<file path="src/rtl/sw_debounce_if.sv">
// Switch conditioning bus: raw pins in, debounced word and edge pulses out.
// Signal names mirror the block's external pin names so board-level wiring reads one-to-one.
interface sw_debounce_if #(
    parameter int NUM_SW = 17
);
    logic [NUM_SW-1:0] sw_raw_i;
    logic [31:0]       io_sw_o;
    logic [NUM_SW-1:0] sw_rise_o;
    logic [NUM_SW-1:0] sw_fall_o;
    logic              sw_chg_o;

    modport master (
        output sw_raw_i,
        input  io_sw_o,
        input  sw_rise_o,
        input  sw_fall_o,
        input  sw_chg_o
    );

    modport slave (
        input  sw_raw_i,
        output io_sw_o,
        output sw_rise_o,
        output sw_fall_o,
        output sw_chg_o
    );
endinterface

</file>
<file path="src/rtl/sw_debounce.sv">
// Per-bit switch debouncer: 2-flop sync, shared sample-tick prescaler, per-bit stability counter.
// Latency 2 + (STABLE_TICKS-1..STABLE_TICKS)*TICK_DIV + 1 cycles; no backpressure, outputs are pure registers.
module sw_debounce #(
    parameter int NUM_SW       = 17,
    parameter int TICK_DIV     = 50000,
    parameter int STABLE_TICKS = 4
) (
    input  logic         clk_i,
    input  logic         rst_i,
    sw_debounce_if.slave sw
);

    localparam int PW = (TICK_DIV > 1) ? $clog2(TICK_DIV) : 1;
    localparam int CW = (STABLE_TICKS > 1) ? $clog2(STABLE_TICKS) : 1;
    localparam logic [PW-1:0] PS_MAX = PW'(TICK_DIV - 1);
    localparam logic [CW-1:0] C_MAX  = CW'(STABLE_TICKS - 1);

    logic [NUM_SW-1:0] meta_q;
    logic [NUM_SW-1:0] sync_q;
    logic [NUM_SW-1:0] deb_q;
    logic [NUM_SW-1:0] deb_d;
    logic [NUM_SW-1:0] rise_q;
    logic [NUM_SW-1:0] rise_d;
    logic [NUM_SW-1:0] fall_q;
    logic [NUM_SW-1:0] fall_d;
    logic [CW-1:0]     cnt_q [NUM_SW];
    logic [CW-1:0]     cnt_d [NUM_SW];
    logic [PW-1:0]     ps_q;
    logic [PW-1:0]     ps_d;
    logic              tick;
    logic              chg_q;

    always_comb begin
        tick = (ps_q == PS_MAX);
        ps_d = tick ? '0 : ps_q + PW'(1);
    end

    // A sample that agrees with the debounced value wipes any accumulated count,
    // so a bounce anywhere inside the window forces a full restart.
    always_comb begin
        deb_d  = deb_q;
        rise_d = '0;
        fall_d = '0;
        for (int i = 0; i < NUM_SW; i++) begin
            cnt_d[i] = cnt_q[i];
            if (tick) begin
                if (sync_q[i] == deb_q[i]) begin
                    cnt_d[i] = '0;
                end else if (cnt_q[i] == C_MAX) begin
                    deb_d[i]  = sync_q[i];
                    cnt_d[i]  = '0;
                    rise_d[i] = sync_q[i];
                    fall_d[i] = ~sync_q[i];
                end else begin
                    cnt_d[i] = cnt_q[i] + CW'(1);
                end
            end
        end
    end

    always_ff @(posedge clk_i) begin
        if (rst_i) begin
            meta_q <= '0;
            sync_q <= '0;
            deb_q  <= '0;
            rise_q <= '0;
            fall_q <= '0;
            chg_q  <= 1'b0;
            ps_q   <= '0;
            for (int i = 0; i < NUM_SW; i++) begin
                cnt_q[i] <= '0;
            end
        end else begin
            meta_q <= sw.sw_raw_i;
            sync_q <= meta_q;
            deb_q  <= deb_d;
            rise_q <= rise_d;
            fall_q <= fall_d;
            chg_q  <= |(rise_d | fall_d);
            ps_q   <= ps_d;
            for (int i = 0; i < NUM_SW; i++) begin
                cnt_q[i] <= cnt_d[i];
            end
        end
    end

    assign sw.io_sw_o   = 32'(deb_q);
    assign sw.sw_rise_o = rise_q;
    assign sw.sw_fall_o = fall_q;
    assign sw.sw_chg_o  = chg_q;

endmodule

</file>
<file path="src/flat_wrapper.sv">
// flat-port wrapper written by rule: the top's interface ports become plain ports
module sw_debounce_flat 
#(
    parameter int NUM_SW       = 17,
    parameter int TICK_DIV     = 50000,
    parameter int STABLE_TICKS = 4
)
  (clk_i, rst_i, sw_sw_raw_i, sw_io_sw_o, sw_sw_rise_o, sw_sw_fall_o, sw_sw_chg_o);
  sw_debounce_if #(.NUM_SW(NUM_SW)) sw_i ();
  input  logic clk_i;
  input  logic rst_i;
  input wire logic [$bits(sw_i.sw_raw_i)-1:0] sw_sw_raw_i;
  output wire logic [$bits(sw_i.io_sw_o)-1:0] sw_io_sw_o;
  output wire logic [$bits(sw_i.sw_rise_o)-1:0] sw_sw_rise_o;
  output wire logic [$bits(sw_i.sw_fall_o)-1:0] sw_sw_fall_o;
  output wire logic [$bits(sw_i.sw_chg_o)-1:0] sw_sw_chg_o;
  assign sw_i.sw_raw_i = sw_sw_raw_i;
  assign sw_io_sw_o = sw_i.io_sw_o;
  assign sw_sw_rise_o = sw_i.sw_rise_o;
  assign sw_sw_fall_o = sw_i.sw_fall_o;
  assign sw_sw_chg_o = sw_i.sw_chg_o;
  sw_debounce #(.NUM_SW(NUM_SW), .TICK_DIV(TICK_DIV), .STABLE_TICKS(STABLE_TICKS)) u_core (.clk_i(clk_i), .rst_i(rst_i), .sw(sw_i));
endmodule
</file>
<file path="config.mk">
export PLATFORM = sky130hd
export DESIGN_NAME = sw_debounce_flat
export DESIGN_NICKNAME = d
export VERILOG_FILES = /design/src/rtl/sw_debounce_if.sv /design/src/rtl/sw_debounce.sv /design/src/flat_wrapper.sv
export SDC_FILE = /design/constraint.sdc
export NUM_CORES = 1
export LEC_CHECK = 0
export CAP_MARGIN = 30
export CORE_MARGIN = 10
export CORE_UTILIZATION = 57
export DETAILED_ROUTE_END_ITERATION = 10
export GPL_TIMING_DRIVEN = 0
export PLACE_DENSITY = 0.85
export SLEW_MARGIN = 20
export SYNTH_ARGS = -nofsm -noshare
export SYNTH_HDL_FRONTEND = slang
export SYNTH_SLANG_ARGS = --single-unit
</file>
<file path="constraint.sdc">
create_clock -name clk_i -period 3.2 [get_ports clk_i]
set_input_delay 0.64 -clock clk_i [delete_from_list [all_inputs] [get_ports clk_i]]
set_output_delay 0.64 -clock clk_i [all_outputs]
set_load 0.01 [all_outputs]
</file>
[After elaboration in Yosys (flattened, before gate mapping)]
Memories as Yosys holds them, arrays and structs flattened.
Index checks and enable logic that the tools add are counted.
Cells by class
  equality and inequality tests: 35
  reduce and logical (&&, ||, !) cells: 19
  mux-type cells: 173
  bitwise operators: 52
  add/sub/neg operators: 18
Operator list (number)
  $mux W2: 68
  $mux W1: 105
  $reduce_and A3 Y1: 17
  $add A2 B1 Y2 const B: 17
  $eq A2 B2 Y1 const B: 17
  $not A1 Y1: 34
  $eq A1 B1 Y1: 17
  $or A1 B1 Y1: 17
  $or A17 B17 Y17: 1
  $reduce_or A17 Y1: 1
  $add A16 B1 Y16 const B: 1
  $eq A16 B16 Y1 const B: 1
  $reduce_or A2 Y1: 1
Storage, ports and cells
  memory bits (writable): 34
  word-level logic and storage cells: 321
  memories kept: 1
  input bits: 19
  bits in registers: 102
Memories
  u_core.cnt_q: words 17, width 2, rd ports 17, clocked after memory_dff 0, write ports 17, RTL line sw_debounce.sv:26  | logic [CW-1:0] cnt_q [NUM_SW];

[Depth between registers and ports, before layout]
Gate-level depths: netlist (run 1).
An unclocked memory read counts as a cell.
  word-level depth: 7
  gate-level depth with buffers: 7

[Worst setup path after synthesis (run 1)]
OpenSTA, ideal clock, no wires.
  path type: register to register
  start point: reg u_core.ps_q[5]
  end point: reg u_core.ps_q[15]
  path buffers: 0
  clock period less this slack: 1.737 ns
  stages on the path, launching flop included: 5
  arrival: 1.671 ns
  path slack: 1.463 ns
  cells stage by stage: dfxtp_1 -> nand3_2 -> or4_4 -> or4_4 -> a21oi_2
On the way
  longest elaborated chain between the ends: 2
Ends and longest elaborated chain
  start, declared: RTL line sw_debounce.sv:28  | logic [PW-1:0] ps_q;
  start signal, assigned: RTL line sw_debounce.sv:80  | ps_q <= ps_d;
  parallel branches: the longest is 2 deep, another holds $add A16 B1 Y16
Several ways; the timed one is not identified.
A chain may end at the register's enable or synchronous reset.

[Worst setup path after layout (run 1)]
  start point: reg u_core.ps_q[8]
  end point: reg u_core.rise_q[13] (netlist: u_core.sw.sw_rise_o[13])
On the way
  longest elaborated chain between the ends: 2
Ends and longest elaborated chain
  $eq A16 B16 Y1: RTL line sw_debounce.sv:34  | tick = (ps_q == PS_MAX);
  $mux W1: RTL line sw_debounce.sv:46  | if (tick) begin
  end signal, assigned: RTL line sw_debounce.sv:77  | rise_q <= rise_d;
  end, declared: RTL line sw_debounce.sv:22  | logic [NUM_SW-1:0] rise_q;
No other way between the ends.

==> flow_summary.toml, run 1 <==
[placement]
io_buffers = 70
place.gp.congestion = 0.8577
placed_cells = 735
hpwl_mm = 8.927

[clock_tree]
cts_tree = "yes"
clk_pin_slew_ns = 0.06
cts_resized = 0
clock_path_buffers = 2
post-cts-setup-buffers = 0
cts_num_sinks = 136
clock_latency_ns = 0.52
ctsHoldBuffers = 0
htree_levels = 4
cts-root-buf = "clkbuf_8"
cts_made_buffers = 17

[critical_path]
cp-start-kind = "flop"
cp_max_fo = 10
critPathRequiredTime_ns = 3.66
worstSetupEndpointType = "flop"
worstSetupPathType = "reg2reg"
crit_arrival_ns = 3.13

[sta]
period_share_pct = 83.42
finalHoldViolCount = 0
slew_viol_final = 0
relSlewSlack_pct = 52.06
fin_crit_ns = 2.669
max_clock_freq_ghz = 0.3746
setup_tns_ns = 0
worst_pin_slew_ns = 0.7191
fin_skew_ns = 0.007444
grt_setup_unrepaired = "no"
setup_viol = 0

[die]
die_area_um2 = 13340
start_util_pct = 59.04
io_pins = 86
fp.dieW_um = 115.5
coreArea_um2 = 8806
num_rows = 34
fp.dieH_um = 115.5

[yosys]
synth_area_um2 = 5199
ys.flop_type = "dfxtp_1"
ys_types = 36
syn_inst = 543
syn_area_per_cell_um2 = 9.574
synth_edf_count = 0
ys_async_sr_fraction_pct = 0
synth_seq_cells = 136
yosysTopAreaCell = "dfxtp_1"
synth_area_leaders = "dfxtp_1 52%, and4b_1 6.5%, nand3_1 5.4%"
synth_top_area_share_pct = 52.37
synth-seq-area-share_pct = 52.37
ys.warnings.count = 0

[grt]
grt_use_met1_pct = 21.04
grt_pass1_vias = 4291
use_met2_pct = 35.13
grt_pass1_wl_mm = 20.87
busiest_layer = "met2"
met3_usage_pct = 6.305
grt_max_degree = 17
grt_antenna_before_repair = 0
overflow = 0
grt_usage_pct = 19.89

[pwr]
p_leak_nw = 2.663
p_per_area_nw_per_um2 = 555.1
p_total_mw = 3.696
ir_worst_vdd_mv = 0.3465

[drt]
routed_via_density = 5.627
ant_nets = 0
drc = 0
drt_iter0_drc = 382
num_vias = 4316
dr.pass1.iters = 6
drt-total-wl_mm = 13.38
wl_per_cell_um = 17.44

[final_layout]
nets = 683
layoutNonFillerInstCount = 767
final_common_cell = "dfxtp_1"
area_delta_synth_final_pct = 28.09
num_antenna_cells = 0
layout_common_cells = "136 x dfxtp_1, 70 x clkdlybuf4s50_1, 56 x nand3_1, 53 x a21oi_1, 38 x nand2_1"
drive_gt1_share_pct = 9.105
nFillCells = 593

[min_path]
hold_class = "reg2reg"

[outcome]
status = "finished clean"

[job]
cap_violations = 0
## metrics by stage
| step | hold slack (ns) | worst slack [ns] | util, % | instance area [um^2] |
|---|---|---|---|---|
| 3_5_place_dp | 0.4223 | 0.6613 | 69.12 | 6087 |
| 4_1_cts | 0.4355 | 0.6186 | 75.62 | 6659 |
| 3_3_place_gp | 0.4168 | 0.7521 | 69.12 | 6087 |
| 5_1_grt | 0.4503 | 0.4430 | 75.62 | 6659 |
| 2_1_floorplan | 0.4138 | 1.463 | - | 5251 |
| 6_report | 0.4330 | 0.5306 | 75.62 | 6659 |
## power by group
part	leakage, nW	switching, mW	internal, mW
clock	0.280	0.711	1.14
sequential	1.10	0.0148	1.72
combinational	1.28	0.0567	0.0522
## layout make-up
cell class                      instances  area (um^2)  area share [%]
Buffer                                 40        215.2           3.232
Clock buffer                           20        445.4           6.689
Clock inverter                         12        126.4           1.898
Inverter                               23        86.33           1.297
Multi-Input combinational cell        358         2227           33.45
Sequential cell                       136         2723           40.89
Tap cell                              108        135.1           2.029
Timing Repair Buffer                   70        700.7           10.52
## routing by layer
| layer | wire, um | part of all wire, % |
|---|---|---|
| met1 | 5233 | 39 |
| met2 | 6708 | 50 |
| met3 | 1114 | 8.3 |
| met4 | 323 | 2.4 |
| met5 | 0 | 0 |
## registers in the layout (all words and copies together) (netlist names)
signal / count
u_core.cnt_q: 34
u_core.deb_q: 17
u_core.meta_q: 17
u_core.sw.sw_fall_o: 17
u_core.sw.sw_rise_o: 17
u_core.sync_q: 17
u_core.ps_q: 16
u_core.sw.sw_chg_o: 1
## cell families after synthesis
group	after synthesis	share of synthesized area, %
AO/OA/AOI/OAI	83	8.664
adder cells (fa/ha/maj)	18	4.332
AND/OR/NAND/NOR	214	24.04
flip-flops	136	52.37
XOR/XNOR	28	4.717
other	1	0.07213
buffers and inverters	63	5.800
## worst paths after layout
kind	end	slack (ns)	start	depth (start not counted)
max	u_core.sw.sw_rise_o[13]	0.53	u_core.ps_q[8]	5
min	u_core.sync_q[0]	0.43	u_core.meta_q[0]	1
max reg2reg	u_core.sw.sw_rise_o[13]	0.53	u_core.ps_q[8]	5
min reg2reg	u_core.sync_q[0]	0.43	u_core.meta_q[0]	1
## critical path: stages (launching register included)
cell	delay, ns
dfxtp_1	0.41
nor4bb_1	0.47
nand4_1	0.39
nor2_2	0.47
clkbuf_1	0.58
and4b_1	0.29
## synth_stat cells (all sizes together) (8+ instances only)
library cell and n:
a21oi 54, and4b 34, buf 21, clkbuf 19
dfxtp 136, ha 18, inv 23, nand2 38
nand3 57, nor2 32, nor2b 34, o21ai 18
xnor2 8, xor2 20
No activity file was read; power rests on OpenSTA's default activity.
==> run 2: changes to the inputs <==
--- a/config.mk
+++ b/config.mk
@@ -7,10 +7,10 @@
 export LEC_CHECK = 0
 export CAP_MARGIN = 30
 export CORE_MARGIN = 10
-export CORE_UTILIZATION = 57
+export CORE_UTILIZATION = 48
 export DETAILED_ROUTE_END_ITERATION = 10
 export GPL_TIMING_DRIVEN = 0
-export PLACE_DENSITY = 0.85
+export PLACE_DENSITY = 0.76
 export SLEW_MARGIN = 20
 export SYNTH_ARGS = -nofsm -noshare
 export SYNTH_HDL_FRONTEND = slang
==> constraint.sdc (replaced) <==
create_clock -name clk_i -period 2.2 [get_ports clk_i]
set_input_delay 0.44 -clock clk_i [delete_from_list [all_inputs] [get_ports clk_i]]
set_output_delay 0.44 -clock clk_i [all_outputs]
set_load 0.01 [all_outputs]
==> run 2 against run 1 <==
Cell area rose by 1.3%. Register-to-register slack got worse by 0.37 ns. Non-clock buffer count grew 1. Setup slack worse by 0.37 ns.
==> flow_summary.toml, run 2 (synthesis results as in run 1) <==
[placement]
placed_cells = 763
io_buffers = 70
hpwl_mm = 9.312
place.gp.congestion = 0.8151
dp_slack_ns = -0.4398

[grt]
grt_pass1_vias = 4132
grt_antenna_before_repair = 0
grt_usage_pct = 17.74
grt_pass1_wl_mm = 21.02
overflow = 0
grt_max_degree = 17

[critical_path]
critical_path_buf_inv_count = 2
worstSetupEndpointType = "flop"
critPathRequiredTime_ns = 2.57
worstSetupPathType = "reg2reg"
critPathSlowestCell = "dfxtp_1"
critical-path-max-stage-delay_ns = 0.37
reg2reg_from = "u_core.ps_q[0]"
crit_start = "u_core.ps_q[0]"
cp_max_fo = 10
crit_chain = "ha_1 > and3_1 > nand4_1 > buf_4 > clkbuf_2 > o21ai_0 > a21oi_1"
crit_arrival_ns = 2.42
cp-start-kind = "flop"
cpLargestDelayFamily = "buffers and inverters"

[final_layout]
multiInputGateArea_um2 = 2260
layout_common_cells = "136 x dfxtp_1, 70 x clkdlybuf4s50_1, 56 x nand3_1, 53 x a21oi_1, 38 x nand2_1"
num_antenna_cells = 0
layoutNonFillerInstCount = 794
nFillCells = 839
largest_reg_flops = 34
drive_gt1_share_pct = 10.03
area_delta_synth_final_pct = 29.70
top_register = "u_core.cnt_q"
final_common_cell = "dfxtp_1"
nets = 684
seqCellArea_um2 = 2723

[outcome]
status = "finished clean"

[sta]
fin_skew_ns = 0.007749
slew_viol_final = 0
grt_setup_unrepaired = "no"
relSlewSlack_pct = 51.24
worst_pin_slew_ns = 0.7314
worst_hold_slack_ns = 0.4331
setup_viol = 0
fin_crit_ns = 2.043
period_share_pct = 92.84
setup_tns_ns = 0
finalHoldViolCount = 0
max_clock_freq_ghz = 0.4896
fin_ws_ns = 0.1574

[drt]
drt_iter0_drc = 274
dr.pass1.iters = 5
routed_via_density = 5.338
wl_per_cell_um = 16.74
drt-total-wl_mm = 13.29
ant_nets = 0
num_vias = 4238
drc = 0

[die]
fp.dieH_um = 124.1
start_util_pct = 49.91
io_pins = 86
fp.dieW_um = 124.1
num_rows = 37
die_area_um2 = 15390
coreArea_um2 = 10420

[min_path]
hp-start = "u_core.meta_q[2]"
hold_class = "reg2reg"

[pwr]
p_leak_nw = 2.684
p_total_mw = 5.429
p_per_area_nw_per_um2 = 805.1
ir_worst_vdd_mv = 0.4269

[job]
cap_violations = 0

[clock_tree]
cts-root-buf = "clkbuf_8"
cts_num_sinks = 136
clk_pin_slew_ns = 0.06
cts_made_buffers = 17
clock_latency_ns = 0.53
htree_levels = 4
clock_path_buffers = 2
cts_tree = "yes"
ctsHoldBuffers = 0
-- run 2: path summary, 6_finish.rpt --
check                                   endpoint  depth (start not counted)  slack (ns)
worst max-delay path            u_core.deb_q[15]                          7        0.16
worst min-delay path            u_core.sync_q[2]                          1        0.43
worst max register to register  u_core.deb_q[15]                          7        0.16
worst min register to register  u_core.sync_q[2]                          1        0.43
-- run 2: metal layers --
| layer | vias to the layer above | track usage, % | share of wire, % |
|---|---|---|---|
| met2 | 140 | 30.14 | 51 |
| li1 | 2056 | - | - |
| met4 | 0 | 7.554 | 1.9 |
| met3 | 21 | 5.882 | 6.9 |
| met1 | 2021 | 19.96 | 40 |
| met5 | - | 0 | 0 |
-- run 2: per-stage QoR --
| step | utilization, % | area [um^2] |
|---|---|---|
| 3_3_place_gp | 58.77 | 6122 |
| 6_report | 64.73 | 6743 |
| 3_5_place_dp | 58.77 | 6122 |
| 5_1_grt | 64.73 | 6743 |
| 4_1_cts | 64.50 | 6719 |
| 2_1_floorplan | - | 5251 |
-- run 2: area by class of cell --
| cell class | count | area share (%) |
|---|---|---|
| Tap cell | 136 | 2.524 |
| Clock inverter | 9 | 1.856 |
| Buffer | 40 | 3.284 |
| Multi-Input combinational cell | 358 | 33.51 |
| Timing Repair Buffer | 71 | 10.50 |
| Clock buffer | 21 | 6.662 |
| Sequential cell | 136 | 40.38 |
| Inverter | 23 | 1.280 |
-- run 2: report_power, final --
| part | internal (mW) | switching (mW) | leakage [nW] |
|---|---|---|---|
| sequential | 2.50 | 0.0209 | 1.10 |
| clock | 1.76 | 0.987 | 0.279 |
| combinational | 0.0762 | 0.0834 | 1.30 |
| total | 4.34 | 1.09 | 2.68 |
-- run 2: worst register-to-register path, stage by stage (launching register included) --
cell and delay, ns:
dfxtp_1 0.37, ha_1 0.22, and3_1 0.25, nand4_1 0.21, buf_4 0.24, clkbuf_2 0.24
o21ai_0 0.25, a21oi_1 0.10
-- run 2: repair_timing --
item / in CTS / in global routing
setup buffers: 1 / 0
endpoints found under the setup margin: 31 / 29
pin swaps: 1 / 0
resized for setup: 5 / 8
==> run 3: changes to the inputs <==
--- a/config.mk
+++ b/config.mk
@@ -11,6 +11,7 @@
 export DETAILED_ROUTE_END_ITERATION = 10
 export GPL_TIMING_DRIVEN = 0
 export PLACE_DENSITY = 0.76
+export SKIP_CTS_REPAIR_TIMING = 1
 export SLEW_MARGIN = 20
 export SYNTH_ARGS = -nofsm -noshare
 export SYNTH_HDL_FRONTEND = slang
==> constraint.sdc (replaced) <==
create_clock -name clk_i -period 2.2 [get_ports clk_i]
set_input_delay 0.44 -clock clk_i [delete_from_list [all_inputs] [get_ports clk_i]]
set_output_delay 0.44 -clock clk_i [all_outputs]
set_load 0.1 [all_outputs]
==> run 3 against run 2 <==
Die area is the same. Wire length hardly changed. Sequential share of layout area shrank 0.33 points. Power grew 1.8%. Largest cell class unchanged. Highest routed layer unchanged. Critical path depth fell by 6.
==> flow_summary.toml, run 3 (synthesis results as in run 1) <==
[outcome]
status = "finished clean"

[sta]
setup_viol = 0
fin_skew_ns = 0.008842
fin_ws_ns = 0.05499
period_share_pct = 97.50
setup_tns_ns = 0
relSlewSlack_pct = 33.54
max_clock_freq_ghz = 0.4662
finalHoldViolCount = 0
slew_viol_final = 0
worst_pin_slew_ns = 0.9953
fin_crit_ns = 2.145

[final_layout]
top_register = "u_core.cnt_q"
nFillCells = 826
multiInputGateArea_um2 = 2247
area_delta_synth_final_pct = 30.78
final_common_cell = "dfxtp_1"
largest_reg_flops = 34
seqCellArea_um2 = 2723
nets = 685
num_antenna_cells = 0
drive_gt1_share_pct = 11.08
layout_common_cells = "136 x dfxtp_1, 56 x nand3_1, 53 x a21oi_1, 43 x dlymetal6s2s_1, 38 x nand2_1"

[critical_path]
worstSetupPathType = "reg2out"
crit_end = "sw_io_sw_o[11]"
critical-path-max-stage-delay_ns = 0.79
cp_num_cells = 1
rrSetupSlack_ns = 0.12
worstSetupEndpointType = "output port"
crit_arrival_ns = 1.71
critPathRequiredTime_ns = 1.76
cp-start-kind = "flop"
worst_r2r_path_depth = 7
critical_path_buf_inv_count = 1
crit_chain = "dlymetal6s2s_1"
regToRegEndpoint = "u_core.sw.sw_rise_o[7]"
crit_start = "u_core.deb_q[11]"
critPathSlowestCell = "dlymetal6s2s_1"
reg2reg_from = "u_core.ps_q[0]"
cpLargestDelayFamily = "buffers and inverters"
cp_max_fo = 5

[placement]
dp_slack_ns = -0.4398
place.gp.congestion = 0.8151
hpwl_mm = 9.312
io_buffers = 70

[drt]
dr.pass1.iters = 4
drt-total-wl_mm = 13.28
drc = 0
ant_nets = 0
drt_iter0_drc = 335
num_vias = 4236
routed_via_density = 5.328
wl_per_cell_um = 16.71

[die]
io_pins = 86
num_rows = 37
coreArea_um2 = 10420
fp.dieH_um = 124.1
die_area_um2 = 15390
fp.dieW_um = 124.1
start_util_pct = 49.91

[clock_tree]
clock_path_buffers = 2
htree_levels = 4
cts_num_sinks = 136
cts-root-buf = "clkbuf_8"
cts_made_buffers = 17
clk_pin_slew_ns = 0.06
cts_tree = "yes"
clock_latency_ns = 0.53

[grt]
grt_pass1_vias = 4110
grt_antenna_before_repair = 0
overflow = 0
grt_max_degree = 17
grt_pass1_wl_mm = 20.92
grt_usage_pct = 17.64

[pwr]
p_total_mw = 5.525
ir_worst_vdd_mv = 0.4724
p_leak_nw = 3.501
p_per_area_nw_per_um2 = 812.7

[min_path]
hold_class = "reg2reg"

[job]
cap_violations = 0
==> run 3: worst min-delay path by stage <==
stage | endpoint | startpoint | cells past startpoint
floorplan | u_core.sync_q[0] | u_core.meta_q[0] | 1
global placement | u_core.sync_q[10] | u_core.meta_q[10] | 1
detailed placement | u_core.sync_q[16] | u_core.meta_q[16] | 1
CTS | u_core.sync_q[5] | u_core.meta_q[5] | 1
global route | u_core.meta_q[13] | sw_sw_raw_i[13] | 2
finish | u_core.sync_q[2] | u_core.meta_q[2] | 1
==> run 3: area by class of cell <==
class | instances | area share [%]
Tap cell | 136 | 2.503
Multi-Input combinational cell | 358 | 33.05
Clock inverter | 9 | 1.840
Buffer | 40 | 3.239
Inverter | 23 | 1.270
Clock buffer | 21 | 6.607
Timing Repair Buffer | 72 | 11.45
Sequential cell | 136 | 40.04
==> run 3: per-stage QoR <==
step | hold slack [ns] | std cells | instance area [um^2] | util (%)
finish | 0.4357 | 795 | 6799 | 65.27
floorplan | 0.4138 | 557 | 5251 | -
detailed placement | 0.4267 | 763 | 6122 | 58.77
CTS | 0.4384 | 793 | 6696 | 64.29
global route | 0.4474 | 795 | 6799 | 65.27
global placement | 0.4158 | 763 | 6122 | 58.77
==> run 3: routing by layer <==
layer  vias to the layer above  wire length (um)  share of wire [%]  global-route usage [%]
met5                         -                 0                  0                       0
met4                         0               303                2.3                   8.489
met3                        30               821                6.2                   5.611
met2                       139              6692                 50                   29.68
met1                      2008              5465                 41                   19.87
li1                       2059                 -                  -                       -
==> run 3: where the power goes <==
group / internal (mW) / switching (mW) / leakage, nW / total [mW]
logic: 0.0772 / 0.183 / 2.12 / 0.260
registers: 2.50 / 0.0211 / 1.10 / 2.52
clock network: 1.76 / 0.983 / 0.279 / 2.75
==> variant 1, RTL diff (flow settings as in run 3) <==
`ps_q` no longer has a reset.
--- a/src/rtl/sw_debounce.sv
+++ b/src/rtl/sw_debounce.sv
@@ -66,7 +66,6 @@
             rise_q <= '0;
             fall_q <= '0;
             chg_q  <= 1'b0;
-            ps_q   <= '0;
             for (int i = 0; i < NUM_SW; i++) begin
                 cnt_q[i] <= '0;
             end
@@ -77,11 +76,14 @@
             rise_q <= rise_d;
             fall_q <= fall_d;
             chg_q  <= |(rise_d | fall_d);
-            ps_q   <= ps_d;
             for (int i = 0; i < NUM_SW; i++) begin
                 cnt_q[i] <= cnt_d[i];
             end
         end
+    end
+
+    always_ff @(posedge clk_i) begin
+        ps_q <= ps_d;
     end
 
     assign sw.io_sw_o   = 32'(deb_q);
Check against the original RTL: no difference found for any inputs over 10 cycles, from zero or initial values and one cycle with rst_i high; that may be too few to reach the edited logic, so the function may still have changed.
==> variant 1 against run 3 <==
- total power up 0.37%
- largest power group unchanged
- routed wire length down 0.70%
- area after synthesis decreased by 0.19%
- worst setup slack better by 2.8 ps
- synthesized cell count down 1.5%
- register-to-register slack improved by 50 ps
- sequential cell count stayed put
- cell area barely moved
==> variant 1: results (changes against run 3) <==
| Metric | Value |
|---|---|
| Outcome | finished clean |
| Antenna Cells | 0 (unchanged) |
| Reg with most FFs | u_core.cnt_q |
| Largest net degree at the start of global routing | 17 (unchanged) |
| Cell variety after synth | 31 (-14%) |
| Final HPWL DP | 9.05 mm (-2.8%) |
| CP arrival | between 1500 and 2000 ps |
| Critical-path top delay cell | dlymetal6s2s_1 |
| Bufs on Longest Clock Path | 2 (unchanged) |
| Wirelength per Cell | 16.7 um (about the same) |
| Port bufs | 70 (unchanged) |
| Main synth FF type | dfxtp_1 |
| Fin nets | 678 (-1.0%) |
| Critical Path Fanout Max | 5 (unchanged) |
| Root buffer cell | clkbuf_8 |
| Clock Latency Late Sink | 530 ps (about the same) |
| Worst slack, placed | 8.90 ps (+449 ps) |
| CP max stage delay | between 700 and 800 ps |
| Total CTS buffers | 17 (unchanged) |
| Hold crit path type | flip-flop to flip-flop |
| Slew HR | 32.8% (-0.70 points) |
| Setup Skew | 7.58 ps (-1.26 ps) |
| Iteration-0 DRC Markers | 245 (-27%) |
| First-pass detailed-route iteration total | 5 (+1) |
| Reg clk slew, reported paths | 60 ps (about the same) |
| Worst IR Drop VDD | 0.551 mV (+17%) |
| Synth area leaders | dfxtp_1 52%, and4b_1 6.6%, nand3_1 5.5% |
| First-pass GRT wire length | 21.1 mm (+0.79%) |
| Max FFs per register | 34 (unchanged) |
| Total global-route track usage | 17.7% (+0.022 points) |
| Count of warnings emitted by yosys | 0 (unchanged) |
| Initial antenna violation count | 0 (unchanged) |
| H-tree depth | 4 (unchanged) |
| RD Place Congestion | 0.799 (-1.9%) |
| Seq/Total Area, Yosys | 52.5% (+0.10 points) |
| Via count | 4181 (-1.3%) |
| Post-synth ARST share | 0% (unchanged) |
| Top Family by Delay on Critical Path | buffers and inverters |
| Layout cell share with drive strength beyond 1 | 10.9% (-0.20 points) |
| Commonest cells in the netlist | 136 x dfxtp_1, 57 x nand3_1, 54 x a21oi_1, 38 x nand2_1 |
| Number of global-route vias before repair | 4268 (+3.8%) |
| Leakage power | 0.00360 uW (+2.9%) |
variant 1: changes by cell type after synthesis, sizes merged, moves of 2 or more:
cell	change
and4	+3
buf	+5
clkbuf	-5
inv	-3
nand4	+3
nor2	-6
nor4	-3
nor4bb	-2
or4	-2
xnor2	-4
xor2	+4
variant 1: per-layer routing:
metal / wire [um] / GRT usage, %
met1: 5420 / 19.8
met4: 274 / 8.20
met3: 933 / 5.79
met2: 6560 / 29.9
met5: 0 / 0
variant 1: logic make-up after synthesis:
family / count (synthesis) / synth area share, %
flip-flops: 136 / 52.5
buffers and inverters: 60 / 5.88
AND/OR/NAND/NOR: 209 / 23.9
XOR/XNOR: 28 / 4.73
other: 1 / 0.0723
adder cells (fa/ha/maj): 18 / 4.34
AO/OA/AOI/OAI: 83 / 8.56
variant 1: worst paths after layout:
kind,startpoint,endpoint,slack (ps),cells after the start
max reg2reg,u_core.ps_q[0],u_core.sw.sw_rise_o[6],170,7
min,u_core.meta_q[12],u_core.sync_q[12],430,1
max,u_core.deb_q[6],sw_io_sw_o[6],60,1
min reg2reg,u_core.meta_q[12],u_core.sync_q[12],430,1
variant 1: per-stage QoR:
step	instance area [um2]	setup TNS (ps)	hold slack (ps)	std cells
after detailed placement	6110	0	423	755
final	6790	0	432	789
after global placement	6110	0	415	755
after floorplan	5240	0	414	549
after global routing	6790	-5.04	450	789
after CTS	6700	-14300	436	786
variant 1: final cells by class:
class	count	area (um2)
multi-input combinational	353	2210
timing repair buffer	73	793
clock buffer	22	463
buffer	40	234
inverter	20	75.1
sequential	136	2720
fill	832	3620
clock inverter	9	123
tap	136	170
variant 1: power breakdown:
| part | internal [uW] | switching, uW |
|---|---|---|
| combinational | 71.2 | 168 |
| clock | 1800 | 998 |
| sequential | 2490 | 16.6 |
==> variant 2, RTL diff (flow settings as in run 3) <==
Without the edit above. `TICK_DIV` is set to 50000 in 2 places; all go to 25000.
--- a/src/rtl/sw_debounce.sv
+++ b/src/rtl/sw_debounce.sv
@@ -2,7 +2,7 @@
 // Latency 2 + (STABLE_TICKS-1..STABLE_TICKS)*TICK_DIV + 1 cycles; no backpressure, outputs are pure registers.
 module sw_debounce #(
     parameter int NUM_SW       = 17,
-    parameter int TICK_DIV     = 50000,
+    parameter int TICK_DIV     = 25000,
     parameter int STABLE_TICKS = 4
 ) (
     input  logic         clk_i,
--- a/src/flat_wrapper.sv
+++ b/src/flat_wrapper.sv
@@ -2,7 +2,7 @@
 module sw_debounce_flat 
 #(
     parameter int NUM_SW       = 17,
-    parameter int TICK_DIV     = 50000,
+    parameter int TICK_DIV     = 25000,
     parameter int STABLE_TICKS = 4
 )
   (clk_i, rst_i, sw_sw_raw_i, sw_io_sw_o, sw_sw_rise_o, sw_sw_fall_o, sw_sw_chg_o);
Behaviour: no difference found for any inputs over 10 cycles, from zero or initial values and one cycle with rst_i high; that may be too few to reach the edited logic, so the function may still have changed.
==> variant 2 against run 3 <==
- area after synthesis is 0.46% higher
- utilization fell by 1.8 points
- routed wire length fell by 0.35%
- worst setup slack better by 1.9 ps
- total power decreased by 3.1%
- combinational power is 2% lower
- cell area grew 0.26%
- sequential cell count shrank 1
==> variant 2: results (changes against run 3) <==
| Metric | Value |
|---|---|
| Iteration-0 DRC Markers | 326 (-2.7%) |
| RD Place Congestion | 0.837 (+2.7%) |
| Clock Latency Late Sink | 510 ps (-20 ps) |
| DP Cell Count | 767 (+0.52%) |
| Reg with most FFs | u_core.cnt_q |
| Seq/Total Area, Yosys | 51.7% (-0.62 points) |
| Antenna Cells | 0 (unchanged) |
| Number of global-route vias before repair | 4298 (+4.6%) |
| Cell variety after synth | 35 (-2.8%) |
| Largest net degree at the start of global routing | 17 (unchanged) |
| Layout fillers | 889 (+7.6%) |
| Root buffer cell | clkbuf_8 |
| Leakage power | 0.00361 uW (+3.2%) |
| Post-route cell area | 0.00682 mm2 (+0.26%) |
| Worst slack, placed | 6.94 ps (+447 ps) |
| Final HPWL DP | 9.10 mm (-2.3%) |
| Via density | 5.33 (+0.10%) |
| Port bufs | 69 (-1.4%) |
| CP max stage delay | 780 ps |
| Commonest cells in the netlist | 135 x dfxtp_1, 56 x nand3_1, 53 x a21oi_1, 36 x nand2_1, 35 x and4b_1 |
| Outcome | finished clean |
| Fin nets | 684 (-0.15%) |
| Reg clk slew, reported paths | 60 ps (about the same) |
| Synth area leaders | dfxtp_1 52%, and4b_1 6.7%, nand3_1 5.4% |
| First-pass GRT wire length | 21.4 mm (+2.1%) |
| Wirelength per Cell | 16.5 um (-0.98%) |
| Cell Area, Placed | 0.00614 mm2 (+0.31%) |
| Syn Area/Cell | 9.60 um2 (+0.27%) |
| Post-Layout Cell Count | 800 (+0.63%) |
| Setup Skew | 8.21 ps (-0.629 ps) |
| Total global-route track usage | 16.5% (-1.1 points) |
| Bufs on Longest Clock Path | 2 (unchanged) |
| Worst IR Drop VDD | 0.440 mV (-6.8%) |
| H-tree depth | 4 (unchanged) |
| First-pass detailed-route iteration total | 5 (+1) |
| Top Family by Delay on Critical Path | buffers and inverters |
| Slew HR | 34.1% (+0.60 points) |
| Layout cell share with drive strength beyond 1 | 10.8% (-0.32 points) |
| Hold crit path type | input port to flip-flop |
-- variant 2: area by class of cell --
| class | count | area [um2] | area share, % |
|---|---|---|---|
| Timing Repair Buffer | 70 | 806 | 11.8 |
| Buffer | 42 | 248 | 3.63 |
| Inverter | 21 | 78.8 | 1.16 |
| Multi-Input combinational cell | 360 | 2250 | 33.1 |
| Sequential cell | 135 | 2700 | 39.6 |
| Clock buffer | 18 | 428 | 6.28 |
| Clock inverter | 14 | 124 | 1.82 |
| Tap cell | 140 | 175 | 2.57 |
-- variant 2: worst min-delay path, cell delays in order --
cell and delay [ps]:
buf_4 130, nand2b_1 210, a21oi_1 60
-- variant 2: cell families (layout without fill, tap and decap cells) --
kind of cell	count (synthesis)	count (layout)	share of synthesized area, %
other	1	15	0.0718
flip-flops	135	135	51.7
XOR/XNOR	28	28	4.70
AO/OA/AOI/OAI	81	81	8.27
AND/OR/NAND/NOR	218	218	24.7
adder cells (fa/ha/maj)	18	18	4.31
buffers and inverters	63	165	6.21
-- variant 2: final timing paths --
path,start,to,slack (ps),depth (start not counted)
worst min register to register,u_core.meta_q[2],u_core.sync_q[2],430,1
worst max-delay path,u_core.deb_q[0],sw_io_sw_o[0],60,1
worst min-delay path,rst_i,u_core.ps_q[11],380,3
worst max register to register,u_core.ps_q[0],u_core.sw.sw_rise_o[13],230,6
-- variant 2: layer usage --
metal | track usage (%) | wire length (um)
met4 | 6.31 | 306
met5 | 0 | 0
met1 | 18.1 | 5450
met2 | 28.9 | 6650
met3 | 5.28 | 825
-- variant 2: power by group --
part	internal (uW)	leakage [uW]	total [uW]	switching, uW
logic	76.8	0.00225	255	179
clock network	1530	0.000264	2600	1070
registers	2480	0.00110	2500	20.0
